===== src/rtl/pwm_deadtime_ctrl_pkg.sv =====
// Shared state encoding, default counter width and effective-timing clamps
// for the buck gate-drive modulator.
package buck_ctrl_pkg;

    localparam int DEF_CNT_W = 16;

    typedef enum logic [2:0] {
        IDLE,
        HS_ON,
        DEAD_HL,
        LS_ON,
        DEAD_LH
    } pwm_state_t;

    // A period shorter than two cycles cannot hold both a high and a low phase.
    function automatic logic [31:0] eff_period(input logic [31:0] p);
        return (p < 32'd2) ? 32'd2 : p;
    endfunction

    function automatic logic [31:0] eff_duty(input logic [31:0] d, input logic [31:0] pe);
        return (d > pe) ? pe : d;
    endfunction

    function automatic logic [31:0] eff_dead(input logic [31:0] t);
        return (t == 32'd0) ? 32'd1 : t;
    endfunction

endpackage


===== src/rtl/pwm_deadtime_ctrl_if.sv =====
// Control, comparator and gate-drive bundle between the modulator and the
// host / power-stage model.
interface pwm_deadtime_ctrl_if #(
    parameter int CNT_W = buck_ctrl_pkg::DEF_CNT_W
);
    logic             en;
    logic [CNT_W-1:0] period;
    logic [CNT_W-1:0] duty;
    logic [CNT_W-1:0] dead;
    logic             ls_en;
    logic             hs;
    logic             ls;
    logic             period_start;
    logic             de_active;

    modport master (
        output en, period, duty, dead, ls_en,
        input  hs, ls, period_start, de_active
    );

    modport slave (
        input  en, period, duty, dead, ls_en,
        output hs, ls, period_start, de_active
    );
endinterface


===== src/rtl/pwm_deadtime_ctrl_counter.sv =====
// Period counter with shadowed, clamped timing registers; exposes next-cycle
// values so the gate flops can be computed against the cnt they will coincide with.
module pwm_period_counter
    import buck_ctrl_pkg::*;
#(
    parameter int CNT_W      = DEF_CNT_W,
    parameter int DEF_PERIOD = 200,
    parameter int DEF_DUTY   = 100,
    parameter int DEF_DEAD   = 2
) (
    input  logic             clk,
    input  logic             rst,
    input  logic             en,
    input  logic [CNT_W-1:0] period,
    input  logic [CNT_W-1:0] duty,
    input  logic [CNT_W-1:0] dead,
    output logic             run_d,
    output logic [CNT_W-1:0] cnt_d,
    output logic [CNT_W-1:0] pe_d,
    output logic [CNT_W-1:0] de_d,
    output logic [CNT_W-1:0] te_d,
    output logic             period_start_q
);

    logic             run_q;
    logic [CNT_W-1:0] cnt_q;
    logic [CNT_W-1:0] pe_q;
    logic [CNT_W-1:0] de_q;
    logic [CNT_W-1:0] te_q;
    logic             period_start_d;
    logic             wrap;
    logic             load;
    logic [31:0]      pe_load;

    // Shadows only move at start-up or at the last cycle of a period.
    always_comb begin
        wrap    = run_q && (cnt_q == pe_q - CNT_W'(1));
        load    = en && (!run_q || wrap);
        pe_load = eff_period(32'(period));
        run_d   = en;
        pe_d    = pe_q;
        de_d    = de_q;
        te_d    = te_q;
        if (load) begin
            pe_d = CNT_W'(pe_load);
            de_d = CNT_W'(eff_duty(32'(duty), pe_load));
            te_d = CNT_W'(eff_dead(32'(dead)));
        end
        cnt_d = '0;
        if (en && run_q && !wrap) begin
            cnt_d = cnt_q + CNT_W'(1);
        end
        period_start_d = en && (cnt_d == '0);
    end

    always_ff @(posedge clk or negedge rst) begin
        if (!rst) begin
            run_q          <= 1'b0;
            cnt_q          <= '0;
            pe_q           <= CNT_W'(DEF_PERIOD);
            de_q           <= CNT_W'(DEF_DUTY);
            te_q           <= CNT_W'(DEF_DEAD);
            period_start_q <= 1'b0;
        end else begin
            run_q          <= run_d;
            cnt_q          <= cnt_d;
            pe_q           <= pe_d;
            de_q           <= de_d;
            te_q           <= te_d;
            period_start_q <= period_start_d;
        end
    end

endmodule


===== src/rtl/pwm_deadtime_ctrl.sv =====
// Complementary hs/ls gate generator with programmable dead time and
// per-period latched diode emulation.
module pwm_deadtime_ctrl
    import buck_ctrl_pkg::*;
#(
    parameter int CNT_W      = DEF_CNT_W,
    parameter int DEF_PERIOD = 200,
    parameter int DEF_DUTY   = 100,
    parameter int DEF_DEAD   = 2
) (
    input logic               clk,
    input logic               rst,
    pwm_deadtime_ctrl_if.slave bus
);

    logic             run_nxt;
    logic [CNT_W-1:0] cnt_nxt;
    logic [CNT_W-1:0] pe_nxt;
    logic [CNT_W-1:0] de_nxt;
    logic [CNT_W-1:0] te_nxt;
    logic             period_start_q;

    pwm_period_counter #(
        .CNT_W      (CNT_W),
        .DEF_PERIOD (DEF_PERIOD),
        .DEF_DUTY   (DEF_DUTY),
        .DEF_DEAD   (DEF_DEAD)
    ) u_counter (
        .clk            (clk),
        .rst            (rst),
        .en             (bus.en),
        .period         (bus.period),
        .duty           (bus.duty),
        .dead           (bus.dead),
        .run_d          (run_nxt),
        .cnt_d          (cnt_nxt),
        .pe_d           (pe_nxt),
        .de_d           (de_nxt),
        .te_d           (te_nxt),
        .period_start_q (period_start_q)
    );

    pwm_state_t     state_q, state_d;
    logic           hs_q, hs_d;
    logic           ls_q, ls_d;
    logic           de_active_q, de_active_d;
    logic           de_sample;
    logic [CNT_W:0] cnt_x;
    logic [CNT_W:0] ls_open;
    logic [CNT_W:0] ls_guard;

    // Phase is decoded from the upcoming cnt; the extra bit keeps De+Te and cnt+Te from wrapping.
    always_comb begin
        cnt_x    = {1'b0, cnt_nxt};
        ls_open  = {1'b0, de_nxt} + {1'b0, te_nxt};
        ls_guard = cnt_x + {1'b0, te_nxt};
        state_d  = IDLE;
        if (run_nxt) begin
            if (cnt_nxt < de_nxt) begin
                state_d = HS_ON;
            end else if (cnt_x < ls_open) begin
                state_d = DEAD_HL;
            end else if (ls_guard < {1'b0, pe_nxt}) begin
                state_d = LS_ON;
            end else begin
                state_d = DEAD_LH;
            end
        end
        de_sample   = (state_q == LS_ON) || (state_d == LS_ON);
        de_active_d = 1'b0;
        if (run_nxt && (cnt_nxt != '0)) begin
            de_active_d = de_active_q || (de_sample && !bus.ls_en);
        end
        hs_d = (state_d == HS_ON);
        ls_d = (state_d == LS_ON) && !de_active_d;
    end

    always_ff @(posedge clk or negedge rst) begin
        if (!rst) begin
            state_q     <= IDLE;
            hs_q        <= 1'b0;
            ls_q        <= 1'b0;
            de_active_q <= 1'b0;
        end else begin
            state_q     <= state_d;
            hs_q        <= hs_d;
            ls_q        <= ls_d;
            de_active_q <= de_active_d;
        end
    end

    assign bus.hs           = hs_q;
    assign bus.ls           = ls_q;
    assign bus.period_start = period_start_q;
    assign bus.de_active    = de_active_q;

endmodule


===== src/flat_wrapper.sv =====
// flat-port wrapper written by rule: the top's interface ports become plain ports
module pwm_deadtime_ctrl_flat import buck_ctrl_pkg::*;
#(
    parameter int CNT_W      = DEF_CNT_W,
    parameter int DEF_PERIOD = 200,
    parameter int DEF_DUTY   = 100,
    parameter int DEF_DEAD   = 2
)
  (clk, rst, bus_en, bus_period, bus_duty, bus_dead, bus_ls_en, bus_hs, bus_ls, bus_period_start, bus_de_active);
  pwm_deadtime_ctrl_if #(.CNT_W(CNT_W)) bus_i ();
  input logic clk;
  input logic rst;
  input wire logic [$bits(bus_i.en)-1:0] bus_en;
  input wire logic [$bits(bus_i.period)-1:0] bus_period;
  input wire logic [$bits(bus_i.duty)-1:0] bus_duty;
  input wire logic [$bits(bus_i.dead)-1:0] bus_dead;
  input wire logic [$bits(bus_i.ls_en)-1:0] bus_ls_en;
  output wire logic [$bits(bus_i.hs)-1:0] bus_hs;
  output wire logic [$bits(bus_i.ls)-1:0] bus_ls;
  output wire logic [$bits(bus_i.period_start)-1:0] bus_period_start;
  output wire logic [$bits(bus_i.de_active)-1:0] bus_de_active;
  assign bus_i.en = bus_en;
  assign bus_i.period = bus_period;
  assign bus_i.duty = bus_duty;
  assign bus_i.dead = bus_dead;
  assign bus_i.ls_en = bus_ls_en;
  assign bus_hs = bus_i.hs;
  assign bus_ls = bus_i.ls;
  assign bus_period_start = bus_i.period_start;
  assign bus_de_active = bus_i.de_active;
  pwm_deadtime_ctrl #(.CNT_W(CNT_W), .DEF_PERIOD(DEF_PERIOD), .DEF_DUTY(DEF_DUTY), .DEF_DEAD(DEF_DEAD)) u_core (.clk(clk), .rst(rst), .bus(bus_i));
endmodule

===== config.mk =====
export PLATFORM = sky130hd
export DESIGN_NAME = pwm_deadtime_ctrl_flat
export DESIGN_NICKNAME = d
export VERILOG_FILES = /design/src/rtl/pwm_deadtime_ctrl_pkg.sv /design/src/rtl/pwm_deadtime_ctrl_if.sv /design/src/rtl/pwm_deadtime_ctrl_counter.sv /design/src/rtl/pwm_deadtime_ctrl.sv /design/src/flat_wrapper.sv
export SDC_FILE = /design/constraint.sdc
export NUM_CORES = 1
export LEC_CHECK = 0
export CAP_MARGIN = 20
export CORE_MARGIN = 2
export CORE_UTILIZATION = 62
export DETAILED_ROUTE_END_ITERATION = 8
export DONT_BUFFER_PORTS = 1
export PLACE_DENSITY_LB_ADDON = 0.08
export SYNTH_ARGS = -nofsm -noshare
export SYNTH_HDL_FRONTEND = slang
export SYNTH_HIERARCHICAL = 1
export SYNTH_SLANG_ARGS = --single-unit

===== constraint.sdc =====
create_clock -name clk -period 14.4 [get_ports clk]
set_input_delay 3.6 -clock clk [delete_from_list [all_inputs] [get_ports clk]]
set_output_delay 3.6 -clock clk [all_outputs]
set_load 0.03 [all_outputs]

-- After elaboration in Yosys (flattened, before gate mapping)
Cells that the tools add are included.
- bits in registers: 72
- input port bits: 52
- output and inout port bits: 4
- word-level logic and storage cells: 53
- add/sub/neg operators: 4
- order comparisons: 5
- equality and inequality tests: 4
- multiplexer cells: 12
- reduce and logical (&&, ||, !) cells: 18
- operator list (cell ; number):
    16-bit two-way mux ; 7
    16-bit by 16-bit adder with 17-bit output ; 2
    16-bit logical NOT ; 2
    16-bit by 17-bit less-than comparator with 1-bit output ; 1
    17-bit by 16-bit less-than comparator with 1-bit output ; 1
    16-bit by 1-bit adder with 16-bit output, second input constant ; 1
    16-bit == test ; 1
    16-bit > comparator ; 1
    16-bit less-than comparator ; 1
    16-bit by 2-bit less-than comparator with 1-bit output, second input constant ; 1
    16-bit nonzero test ; 1
    16-bit by 1-bit subtractor with 16-bit output, second input constant ; 1
    3-bit two-way mux ; 4
    1-bit logical AND ; 8
    3-bit by 2-bit == test with 1-bit output, second input constant ; 2
    1-bit logical NOT ; 4
    3-bit by 1-bit == test with 1-bit output, second input constant ; 1
    1-bit logical OR ; 3
    1-bit two-way mux ; 1

-- Depth between registers and ports, before layout
- word-level depth: 19
- gate-level depth with buffers: 27
- gate-level depth less buffers: 26

-- By module
Netlist, hierarchy kept.
- modules (own cells, without submodules) (module ; times used ; cells each ; area each (µm²) ; seq. area each (µm²)):
    pwm_period_counter ; 1 ; 427 ; 4252.8 ; 1660.3
    pwm_deadtime_ctrl ; 1 ; 368 ; 2857.7 ; 150.1

-- Least setup slack after synthesis
OpenSTA, ideal clock, no wires.
- path kind: input to register
- from: in bus_period[12]
- to: reg u_core.de_active_q (netlist: u_core/bus.de_active)
- setup time: 0.103 ns
- data arrival time: 8.726 ns
- required time: 14.297 ns
- slack: 5.571 ns
- stages on the path: 25
- path buffers: 1
- cell sequence: nor4_1 > nand4_1 > nand2b_1 > inv_1 > ha_1 > nand3_1 > or4_1 > o2111ai_1 > clkbuf_1 > nand3_1 > a31oi_1 > ha_1 > a21o_1 > a211oi_1 > nor3_1 > nor2_1 > nand4_1 > nor3b_1 > ha_1 > o21a_1 > o21ai_0 > a221o_1 > a211o_1 > a311o_1 > o41ai_2
- longest elaborated chain between the ends: 15
- elaborated cells on any way between the ends: 19
- those cells by class: add/sub: 1; order compare: 5; eq/ne: 1; mux: 9; reduce/logical: 3
- RTL lines (item ; line ; text):
    start: declaration ; flat_wrapper.sv:14 ; input wire logic [$bits(bus_i.period)-1:0] bus_period;
    16-bit by 2-bit less-than comparator with 1-bit output ; pwm_deadtime_ctrl_pkg.sv:17 ; return (p < 32'd2) ? 32'd2 : p;
    16-bit two-way mux (*) ; pwm_deadtime_ctrl_pkg.sv:17 ;
    16-bit > comparator ; pwm_deadtime_ctrl_pkg.sv:21 ; return (d > pe) ? pe : d;
    16-bit two-way mux (*) ; pwm_deadtime_ctrl_pkg.sv:21 ;
    16-bit two-way mux (*) ; pwm_deadtime_ctrl_counter.sv:44 ; if (load) begin
    named net u_core.de_nxt[9] ; pwm_deadtime_ctrl.sv:19 ; logic [CNT_W-1:0] de_nxt;
    16-bit by 16-bit adder with 17-bit output ; pwm_deadtime_ctrl.sv:55 ; ls_open = {1'b0, de_nxt} + {1'b0, te_nxt};
    16-bit by 17-bit less-than comparator with 1-bit output ; pwm_deadtime_ctrl.sv:61 ; end else if (cnt_x < ls_open) begin
    3-bit two-way mux ; pwm_deadtime_ctrl.sv:61 ;
    3-bit two-way mux (*) ; pwm_deadtime_ctrl.sv:59 ; if (cnt_nxt < de_nxt) begin
    3-bit two-way mux (*) ; pwm_deadtime_ctrl.sv:58 ; if (run_nxt) begin
    3-bit by 2-bit == test with 1-bit output (*) ; pwm_deadtime_ctrl.sv:69 ; de_sample = (state_q == LS_ON) || (state_d == LS_ON);
    1-bit logical OR (*) ; pwm_deadtime_ctrl.sv:69 ;
    1-bit logical AND (*) ; pwm_deadtime_ctrl.sv:72 ; de_active_d = de_active_q || (de_sample && !bus.ls_en);
    1-bit logical OR (*) ; pwm_deadtime_ctrl.sv:72 ;
    1-bit two-way mux (*) ; pwm_deadtime_ctrl.sv:71 ; if (run_nxt && (cnt_nxt != '0)) begin
    named net u_core.de_active_d ; pwm_deadtime_ctrl.sv:46 ; logic de_active_q, de_active_d;
    end signal: assignment ; pwm_deadtime_ctrl.sv:88 ; de_active_q <= de_active_d;
    end: declaration ; pwm_deadtime_ctrl.sv:46 ;
Mark *: on every way through the listed nets, which the timed path passes. The rest lies on a longest branch.

-- Worst setup path in the final report
- from: in bus_period[8]
- to: reg u_core.de_active_q (netlist: u_core/bus.de_active)
Same word-level chain as after synthesis.

==> results_dict.tcl <==
set metrics [dict create \
    root_buffer "clkbuf_16" \
    die_area_mm2 0.01234 \
    async_flop_share 1.000 \
    grt_overflow_total 0 \
    route.detailed.drc 0 \
    coreArea_mm2 0.01132 \
    clock_skew_ns 0.005810 \
    p_per_area_mw_per_mm2 105.6 \
    cts_resized 0 \
    cp_data_arrival_time_ns 9.74 \
    period_share 0.6598 \
    p_int_w 0.0005063 \
    crit_fanout 15 \
    grt_pass1_wl_um 32820 \
    vias 6398 \
    drt_first_iter_violations 655 \
    critPathCaptureType "flop" \
    maxCapViolCount 0 \
    fill_cells 945 \
    areaGrowthSynthToFinish_pct 6.194 \
    grt_start_max_net_pins 73 \
    dp_hpwl_um 16220 \
    maxClockFrequency_mhz 105.3 \
    rows 39 \
    initial_core_util 0.6281 \
    numCtsBuffers 9 \
    final_hold_viol_count 0 \
    grt_antenna_before_repair 0 \
    seq_area_frac_synth 0.2546 \
    synth.area.top_cells "dfrtp_1, ha_1, xnor2_1, inv_1, a21oi_1" \
    cts_buffer_depth 2 \
    drive_above_1_share 0.08816 \
    post_cts_buffers 0 \
    min_period_ns 9.501 \
    wl_per_cell_um 21.80 \
    final_util 0.6670 \
    crit_type "input pin to flop" \
    final_cell_mix "ha_1, inv_1, dfrtp_1" \
    cts_htree_levels 3 \
    yosys.area.top_type "dfrtp_1" \
    hp-start "u_core/u_counter/te_q[5]" \
    synth_edf_count 0 \
    cts-hold-fix-buffers 0 \
    finalMaxSlewViolations 0 \
    finalNetCount 938 \
    antennaDiodeCount 0 \
    final_common_cell "ha_1" \
    worst_setup_path_start_kind "input pin" \
    syn_inst 795 \
    path_clk_slew_ns 0.06 \
    first_global_vias 6299 \
    status "finished, final reports clean" \
    clock_power_share 0.295 \
    track_usage 0.3392 \
    dr.pass1.iters 5 \
    die_w_um 111.1 \
    report.power.total_w 0.0007972 \
    cts_tree "built" \
    cp.required_ns 14.64 \
    power_frac_comb 0.400 \
    setup_viol 0 \
    netlist_area_mm2 0.007111 \
    place.gp.congestion 0.9769 \
    tns_ns 0 \
    syn_area_per_cell_um2 8.944 \
    worst_slew_pin_slew_ns 1.084 \
    timing.rr.start "u_core/u_counter/pe_q[0]" \
    power.switching_w 0.0002909 \
    swShare 0.3649 \
    yosys.area.top_type_share 0.2288 \
    hold_class "flop to flop" \
    cp-startpoint "bus_period[8]" \
    grt_setup_unrepaired "no" \
    clock_sinks 72 \
    yosys_register_bits 72 \
    power.share.sequential 0.306 \
    io_pins 56 \
    ys_types 76 \
    syn_nets 944 \
    routed_wl_um 20420 \
    synthFlopType "dfrtp_1" \
    ff2ff_setup_slack_ns 7.40 \
    ys_warn_count 6 \
    maxSlewHeadroom 0.2706 \
    leakagePower_nw 3.500 \
    clk_latency_ns 0.34 \
    postRouteAntennaNets 0 \
    irDropWorstVdd_uv 81.18 \
    die_height_um 111.1 \
    viasPerCell 6.828 \
    numPortBuffers 0 \
]
## cells in the mapped netlist, types with 4 or more instances
cell type and n:
buf_6 4, nand4_1 17, xor2_1 20, or3_1 6, a31oi_1 21, mux2_1 12
a211o_1 6, a21oi_1 42, and3_1 5, nor2_1 24, mux2i_1 5, a211oi_1 11
buf_2 5, nor4_1 21, ha_1 95, nand3_1 37, mux2_4 10, clkbuf_1 20
a311oi_1 19, xnor2_1 39, nor3_1 25, or4_1 5, dfstp_2 7, nand2b_1 11
and4_1 4, mux2_2 10, nor3b_1 4, o21ai_0 36, o21a_1 8, o211ai_1 6
nor2b_1 9, nand2_1 32, inv_1 70, dfrtp_1 65, and2_1 5, a21o_1 14
or2_2 5
## stage by stage
stage	cells	cell area (um2)	setup WS, ns	hold slack (ns)
after floorplan	795	7111	5.571	0.4786
after global placement	920	7227	4.920	0.5112
after detailed placement	920	7227	4.695	0.5133
after CTS	936	7543	5.070	0.5259
after global routing	937	7551	4.549	0.5355
final	937	7551	4.899	0.5277
## power by group through the flow
| stage | clock [W] | sequential, W | combinational [W] |
|---|---|---|---|
| after floorplan | 0 | 0.000239 | 0.000246 |
| after global placement | 0 | 0.000246 | 0.000300 |
| after detailed placement | 0 | 0.000247 | 0.000310 |
| after CTS | 0.000238 | 0.000243 | 0.000313 |
| after global routing | 0.000247 | 0.000246 | 0.000354 |
| final | 0.000235 | 0.000244 | 0.000319 |
## layout make-up
type,count,area [um2],area share
multi-input cells,622,4877,0.6459
clock buffers,11,252.7,0.03347
flip-flops and latches,72,1810,0.2398
clock inverters,5,63.81,0.008451
repair buffers,14,105.1,0.01392
well taps,143,178.9,0.02370
inverters,70,262.8,0.03480
## final timing paths
path / endpoint / cells past startpoint
max: u_core/bus.de_active / 25
max reg2reg: u_core/bus.de_active / 23
min: u_core/u_counter/te_q[5] / 1
min in group asynchronous: u_core/u_counter/de_q[3] / 0
min reg2reg: u_core/u_counter/te_q[5] / 1
max in group asynchronous: u_core/u_counter/pe_q[3] / 0
## per-layer routing
layer,global-route usage,wire length (um),part of all wire,up-vias
met5,0,0,0,-
met4,0.1794,964,0.047,0
met3,0.04319,1255,0.061,57
met2,0.5288,9292,0.45,259
met1,0.4630,8911,0.44,3091
li1,-,-,-,2991
## worst max-delay path: stages
cell      delay [ns]
nor4_1          0.27
nand4_1         0.16
nand2b_1        0.11
inv_1           0.10
ha_1            0.30
nand3_1         0.10
or4_1           0.61
o21ai_1         0.59
nand3_1         0.16
a31oi_1         0.34
ha_1            0.25
fa_1            0.21
a21oi_1         0.09
nand4b_1        0.20
a21oi_1         0.29
o21ai_0         0.19
a211o_1         0.32
o311a_1         0.13
ha_1            0.29
o21ai_0         0.08
o21ai_1         0.17
a41oi_1         0.07
a211o_1         0.30
a311o_1         0.42
o41ai_2         0.37
## cells by family after synthesis
group,share of synthesized area
XOR/XNOR,0.07267
AO/OA/AOI/OAI,0.2106
AND/OR/NAND/NOR,0.1668
buffers and inverters,0.05947
multiplexers,0.06299
flip-flops,0.2546
adder cells (fa/ha/maj),0.1728
## registers in the layout (all words and copies together) (netlist names)
name	cells
u_core/u_counter/pe_q	16
u_core/u_counter/de_q	16
u_core/bus.de_active	1
u_core/u_counter/cnt_q	16
u_core/u_counter/period_start_q	1
u_core/u_counter/te_q	16
u_core/state_q	3
u_core/u_counter/run_q	1
u_core/bus.hs	1
u_core/bus.ls	1
Power figures use the tool's default switching activity.
